### src/rtl/disp_pkg.sv
// Shared types and helpers for the display datapath (BCD converter and display controller).
package disp_pkg;

    localparam int unsigned DIGIT_W = 4;

    typedef logic [DIGIT_W-1:0] bcd_t;

    typedef enum logic [1:0] {
        IDLE  = 2'd0,
        SHIFT = 2'd1,
        LOAD  = 2'd2
    } conv_state_t;

    // 10**n, evaluated at elaboration for comparator thresholds.
    function automatic logic [63:0] pow10(input int unsigned n);
        logic [63:0] r;
        r = 64'd1;
        for (int unsigned i = 0; i < n; i++) begin
            r = r * 64'd10;
        end
        return r;
    endfunction

endpackage

### src/rtl/bcd_adj3.sv
// Double-dabble nibble correction: add 3 when the digit is 5 or more.
module bcd_adj3
    import disp_pkg::*;
(
    input  bcd_t i_nib,
    output bcd_t o_nib_c
);

    assign o_nib_c = (i_nib >= 4'd5) ? bcd_t'(i_nib + 4'd3) : i_nib;

endmodule

### src/rtl/bin2bcd_seq.sv
// Sequential double-dabble binary-to-BCD converter, one input bit per clock.
// Optional BIN2BCD_SAT_EN: an out-of-range input loads all nines instead of bin mod 10^ND.
module bin2bcd_seq
    import disp_pkg::*;
#(
    parameter int unsigned W  = 14,
    parameter int unsigned ND = 4
) (
    input  logic                   clk,
    input  logic                   reset_n,
    input  logic                   start,
    input  logic [W-1:0]           bin,
    output logic                   ready,
    output logic                   done,
    output logic [DIGIT_W*ND-1:0]  digits,
    output logic                   overflow
);

    localparam int unsigned DW = DIGIT_W * ND;
    localparam int unsigned CW = $clog2(W + 1);
    localparam logic [63:0] MAX_V  = pow10(ND) - 64'd1;
    localparam bit          OVF_EN = (W >= 64) || (((64'd1 << W) - 64'd1) > MAX_V);
`ifdef BIN2BCD_SAT_EN
    localparam logic [DW-1:0] NINES = {ND{4'h9}};
`endif

    conv_state_t     r_state;
    logic [W-1:0]    r_sh;
    logic [DW-1:0]   r_acc;
    logic [CW-1:0]   r_cnt;
    logic            r_ovf_next;
    logic [DW-1:0]   w_adj;
    logic            w_ovf_cmp;

    for (genvar g = 0; g < ND; g++) begin : g_adj
        bcd_adj3 u_adj (
            .i_nib   (r_acc[g*DIGIT_W +: DIGIT_W]),
            .o_nib_c (w_adj[g*DIGIT_W +: DIGIT_W])
        );
    end

    // Overflow is structurally impossible when every W-bit value fits in ND digits.
    if (OVF_EN) begin : g_ovf
        assign w_ovf_cmp = (64'(bin) > MAX_V);
    end else begin : g_no_ovf
        assign w_ovf_cmp = 1'b0;
    end

    always_ff @(posedge clk or negedge reset_n) begin
        if (!reset_n) begin
            r_state    <= IDLE;
            r_sh       <= '0;
            r_acc      <= '0;
            r_cnt      <= '0;
            r_ovf_next <= 1'b0;
            ready      <= 1'b1;
            done       <= 1'b0;
            digits     <= '0;
            overflow   <= 1'b0;
        end else begin
            done <= 1'b0;
            unique case (r_state)
                IDLE: begin
                    if (start) begin
                        r_sh       <= bin;
                        r_acc      <= '0;
                        r_cnt      <= CW'(W);
                        r_ovf_next <= w_ovf_cmp;
                        r_state    <= SHIFT;
                        ready      <= 1'b0;
                    end
                end
                SHIFT: begin
                    // Top-nibble carry-out is dropped, giving bin mod 10^ND.
                    r_acc <= {w_adj[DW-2:0], r_sh[W-1]};
                    r_sh  <= {r_sh[W-2:0], 1'b0};
                    r_cnt <= r_cnt - CW'(1);
                    if (r_cnt == CW'(1)) begin
                        r_state <= LOAD;
                    end
                end
                LOAD: begin
`ifdef BIN2BCD_SAT_EN
                    digits <= r_ovf_next ? NINES : r_acc;
`else
                    digits <= r_acc;
`endif
                    overflow <= r_ovf_next;
                    done     <= 1'b1;
                    ready    <= 1'b1;
                    r_state  <= IDLE;
                end
                default: begin
                    r_state <= IDLE;
                    ready   <= 1'b1;
                end
            endcase
        end
    end

endmodule

### config.mk
export PLATFORM = sky130hd
export DESIGN_NAME = bin2bcd_seq
export DESIGN_NICKNAME = d
export VERILOG_FILES = /design/src/rtl/disp_pkg.sv /design/src/rtl/bcd_adj3.sv /design/src/rtl/bin2bcd_seq.sv
export SDC_FILE = /design/constraint.sdc
export NUM_CORES = 1
export LEC_CHECK = 0
export BUFFER_PORTS_ARGS = -buffer_cell sky130_fd_sc_hd__buf_2
export CORE_UTILIZATION = 61
export CTS_BUF_LIST = sky130_fd_sc_hd__clkbuf_2 sky130_fd_sc_hd__clkbuf_4 sky130_fd_sc_hd__clkbuf_8
export DETAILED_ROUTE_END_ITERATION = 10
export HOLD_SLACK_MARGIN = 0.12
export PLACE_DENSITY = 0.84
export SLEW_MARGIN = 20
export SYNTH_ARGS = -nofsm -noshare
export SYNTH_HDL_FRONTEND = slang
export SYNTH_SLANG_ARGS = --single-unit
### constraint.sdc
create_clock -name clk -period 4.8 [get_ports clk]
set_input_delay 0 -clock clk [delete_from_list [all_inputs] [get_ports clk]]
set_output_delay 0 -clock clk [all_outputs]
set_load 0.05 [all_outputs]
* Word-level counts from Yosys, hierarchy flattened *
Index checks and enable logic that the tools add are counted.

storage, ports and cells
  flip-flop bits (word level) = 56
  input bits = 17
  output and inout port bits = 19
  logic and storage cells = 47

cells by class
  add/subtract/negate cells = 5
  magnitude comparators = 5
  equal/unequal tests = 5
  multiplexer cells = 16
  bitwise operators = 1
  reductions and logical operators = 6

operators by type and width
  cell                                                 count
  case mux 16 bit (2 select lines)                     1
  case mux 14 bit (2 select lines)                     1
  >= comparator 4 x 3 -> 1 bit, second input constant  4
  2-to-1 mux 16 bit                                    1
  2-to-1 mux 4 bit                                     4
  > comparator 14 bit, second input constant           1
  2-to-1 mux 14 bit                                    1
  adder 4 x 2 -> 4 bit, second input constant          3
  case mux 4 bit (2 select lines)                      1
  AND reduction 2 bit                                  4
  == test 4 x 1 -> 1 bit, second input constant        1
  2-to-1 mux 2 bit                                     2
  != test 2 bit, second input constant                 2
  case mux 2 bit (2 select lines)                      1
  subtractor 4 x 1 -> 4 bit, second input constant     1
  adder 3 x 2 -> 3 bit, second input constant          1
  2-to-1 mux 3 bit                                     1
  == test 2 x 1 -> 1 bit, second input constant        1
  == test 2 bit, second input constant                 1
  zero test 2 bit                                      1
  2-to-1 mux 1 bit                                     2
  case mux 1 bit (2 select lines)                      1
  nonzero test 2 bit                                   1
  inverter 1 bit                                       1

* Depth between registers and ports, before layout *
  depth after elaboration = 3
  gate-level depth with buffers = 6
  depth with buffers taken out = 6

* Modules after synthesis *
A second synthesis with hierarchy kept.

second synthesis, totals
  cells, all modules = 237
  area total of the unflattened synthesis = 2736.4 um^2

by module, submodules not included
  module       instances  cells each  area each (um^2)  seq. area each (um^2)
  bin2bcd_seq  1          173         2331.0            1402.6
  bcd_adj3     4          16          101.3             0.0

* Worst setup path after synthesis *
OpenSTA, ideal clock, no wires.

  path type = register to register
  start point = reg r_acc[0]
  end point = reg r_acc[2]
  setup time = 0.083 ns
  arrival time = 1.431 ns
  data required time = 4.717 ns
  path slack = 3.287 ns
  stages on the path, launching flop included = 7
  path buffers = 0
  clock period less this slack = 1.513 ns
  path through = dfrtp_1 inv_1 ha_1 nand2b_1 a21oi_1 mux2_2 o21ai_0

between the ends
  word-level cells in the longest chain between the ends = 3
  elaborated cells between the ends (all ways) = 4
  classes of those cells = add/sub: 1; order compare: 1; mux: 2

RTL lines
  what                                                                         RTL line           source
  start, declared                                                              bin2bcd_seq.sv:29  logic [DW-1:0] r_acc;
  start signal, assigned                                                       bin2bcd_seq.sv:75  r_acc <= {w_adj[DW-2:0], r_sh[W-1]};
  adder 4 x 2 -> 4 bit / >= comparator 4 x 3 -> 1 bit (equally long branches)  bcd_adj3.sv:9      assign o_nib_c = (i_nib >= 4'd5) ? bcd_t'(i_nib + 4'd3) : i_nib;
  2-to-1 mux 4 bit (*)                                                         bcd_adj3.sv:9
  case mux 16 bit (2 select lines) (*)                                         bin2bcd_seq.sv:62  unique case (r_state)

Mark *: on every way between the ends. The rest lies on a longest branch, timed or not.
A chain may end at the register's enable or synchronous reset.

* Worst setup path after layout *
  start point = reg r_state[1]
  end point = reg r_acc[7]

between the ends
  word-level cells in the longest chain between the ends = 3
  elaborated cells between the ends (all ways) = 6
  classes of those cells = eq/ne: 2; mux: 1; reduce/logical: 3

RTL lines
  what                                                                  RTL line           source
  start, declared                                                       bin2bcd_seq.sv:27  conv_state_t r_state;
  start signal, assigned                                                bin2bcd_seq.sv:51  r_state <= IDLE;
  start signal, assigned                                                bin2bcd_seq.sv:69  r_state <= SHIFT;
  start signal, assigned                                                bin2bcd_seq.sv:79  r_state <= LOAD;
  == test 2 x 1 -> 1 bit / zero test 2 bit (equally long branches)      bin2bcd_seq.sv:62
  nonzero test 2 bit (no line) / != test 2 bit (equally long branches)  n/a
  AND reduction 2 bit (no line)                                         n/a

Several ways; a longest one is shown, not always the timed one.

==> reports/metrics.cfg <==
[outcome]
status = completed

[final_layout]
nets = 319
final_layout_size_suffix_gt1_share_pct = 20.9
antenna_cells = 0
areaGrowthSynthToFinish_pct = 15.4
num-fill-cells = 284

[sta]
finalSetupTns_ns = 0
fmax_mhz = 524
finalSetupViolations = 0
timing.hold.ws_ns = 0.352
finalClockSkew_ns = 0.00762
drv_slew = 0
maxSlewHeadroom_pct = 33.5
min_period_ns = 1.91
hold_violations = 0
worst_slew_pin_slew_ns = 0.998
post-route-period-util_pct = 39.8
grt_setup_unrepaired = false

[yosys]
synthTopCellsByArea = dfrtp_1, nand2_1, o21ai_0
ys_top_cells_by_count = dfrtp_1, nand2_1, o21ai_0
synth.distinct_cells = 33
syn_avg_cell_area_sq_um = 10.6
syn_nets = 272
synth_edf_count = 0
synth_area_sq_um = 2610
ys_ff_latch = 56
synthFlopType = dfrtp_1
synth-seq-area-share_pct = 53.8
synth.top_cell.area_share_pct = 52.8
synth_async_sr_flop_share_pct = 100
syn_inst = 245
synth_top_area_cell = dfrtp_1
yosysWarnings = 0
yosysMostFrequentCell = dfrtp_1

[setup_path]
crit_chain = nor3b_4 -> nor2_4 -> o21ai_0 -> nand2_1
crit_path_max_fanout = 24
end_kind = flop
crit_path_max_incr_delay_ns = 0.83
criticalPathCategory = reg -> reg
critical_path.top_delay_family = simple AND/OR/NAND/NOR gates
path_buf_inv = 0
required_ns = 5.00
start_kind = flop
worstPathArrival_ns = 2.11
crit_slowest_cell = nor3b_4

[global_route]
grt_max_degree = 57
grt_usage_pct = 24.3
antenna_found_initial = 0
grt_pass1_vias = 1822
grt-ovfl-total = 0
grt_pass1_wl_um = 8110

[clocking]
clock_sink_count = 56
cts-root-buf = clkbuf_8
cts_buffers = 5
cts_tree = yes
clk_path_buf_depth = 2
clk_latency_ns = 0.31
path_clk_slew_ns = 0.09
htree_levels = 2

[power]
pwr_density_cell_nw_per_um2 = 635
swShare_pct = 42.5
pwr-share-seq_pct = 41.9
p_switching_uw = 813
comb_power_share_pct = 44.0
clkPwrFrac_pct = 14.2
leakage_uw = 0.00150
p_int_uw = 1100
peakVddDrop_mv = 0.356

[detailed_routing]
drt_first_pass_iters = 4
vias = 1895
wire_per_inst_um = 13.9
drtAntennaViolNets = 0
drt_iter0_markers = 103
drc = 0
totalWireLength_um = 4750
viasPerCell = 5.54

[placement]
post-dp-hpwl_um = 3060
port_buffers = 35
routabilityCongestion = 0.812

[floorplan]
die_x_um = 67.4
die-area_sq_um = 4540
ios = 36
start_util_pct = 64.3
core_sq_um = 4060
dieHeight_um = 67.4
num_rows = 23

[min_path]
hp-class = in -> async

[job]
cap_violations = 0

## logic make-up after synthesis
kind of cell / count (synthesis) / synth area share, %
AO/OA/AOI/OAI: 55 / 12.9
XOR/XNOR: 7 / 2.35
adder cells (fa/ha/maj): 10 / 4.80
buffers and inverters: 24 / 5.71
flip-flops: 56 / 53.8
multiplexers: 13 / 6.05
AND/OR/NAND/NOR: 80 / 14.4
## cell usage in the layout (no fill, tap or decap), types with 4 or more instances in the layout
master | synthesis | layout
ha_1 | 10 | 10
inv_1 | 11 | 11
nand3_1 | 13 | 13
xnor2_1 | 4 | 4
o21ai_0 | 28 | 28
nand2_1 | 47 | 47
mux2_2 | 10 | 10
dfrtp_1 | 55 | 55
buf_2 | 2 | 35
dlygate4sd3_1 | 0 | 16
nor3_1 | 5 | 5
clkbuf_8 | 0 | 7
a21oi_1 | 4 | 4
a22oi_1 | 13 | 13
nand2b_1 | 7 | 7
## layout make-up
class	instances	area (sq um)	share of cell area [%]
Inverter	11	41.3	1.37
Multi-Input combinational cell	165	1060	35.1
Tap cell	50	62.6	2.08
Sequential cell	56	1400	46.6
Timing Repair Buffer	53	350	11.6
Clock buffer	7	96.3	3.20
## per-stage QoR
stage	instances	utilization [%]	instance area [sq um]	worst slack, ns	power, uW
4_1_cts	342	74.2	3010	2.86	1920
3_5_place_dp	319	67.8	2750	2.88	1640
2_1_floorplan	245	-	2610	3.29	1470
5_1_grt	342	74.2	3010	2.72	2080
6_report	342	74.2	3010	2.89	1910
3_3_place_gp	319	67.8	2750	2.97	1600
## registers in the layout, summed over array words and instances (netlist names)
name / flops
digits: 16
r_acc: 16
r_sh: 14
r_cnt: 4
r_state: 2
done: 1
overflow: 1
r_ovf_next: 1
ready: 1
## power groups by stage
| stage | Clock (uW) | Sequential [uW] | Combinational [uW] |
|---|---|---|---|
| 2_1_floorplan | 0 | 963 | 511 |
| 3_3_place_gp | 0 | 798 | 804 |
| 3_5_place_dp | 0 | 807 | 836 |
| 4_1_cts | 276 | 799 | 847 |
| 5_1_grt | 295 | 828 | 952 |
| 6_report | 270 | 800 | 840 |
## timing repair
item                      CTS  global route
hold buffers               16             0
resized for setup           0             0
setup buffers               0             0
hold endpoints to repair   71             0
## final timing paths
check / startpoint / endpoint / slack (ns) / depth (start not counted)
min in group clk: bin[1] / r_sh[1] / 0.45 / 4
min: reset_n / digits[14] / 0.35 / 3
min reg2reg: digits[13] / digits[13] / 0.48 / 2
max reg2reg: r_state[1] / r_acc[7] / 2.89 / 4
max: r_state[1] / r_acc[7] / 2.89 / 4
max in group asynchronous: reset_n / r_sh[5] / 4.01 / 3
## worst reg2reg max path, cell delays in order (launching register included)
cell and delay [ns]:
dfrtp_1 0.45, nor3b_4 0.83, nor2_4 0.21, o21ai_0 0.24
nand2_1 0.07
## per-layer routing
| layer | vias to the layer above | share of wire, % | track usage, % | wire [um] |
|---|---|---|---|---|
| met5 | - | 0 | 0 | 0 |
| met4 | 0 | 1.2 | 7.45 | 57 |
| met3 | 9 | 4.2 | 6.08 | 200 |
| met2 | 48 | 48 | 40.3 | 2280 |
| met1 | 904 | 47 | 31.3 | 2210 |
| li1 | 934 | - | - | - |
No activity file was read; power rests on OpenSTA's default activity.
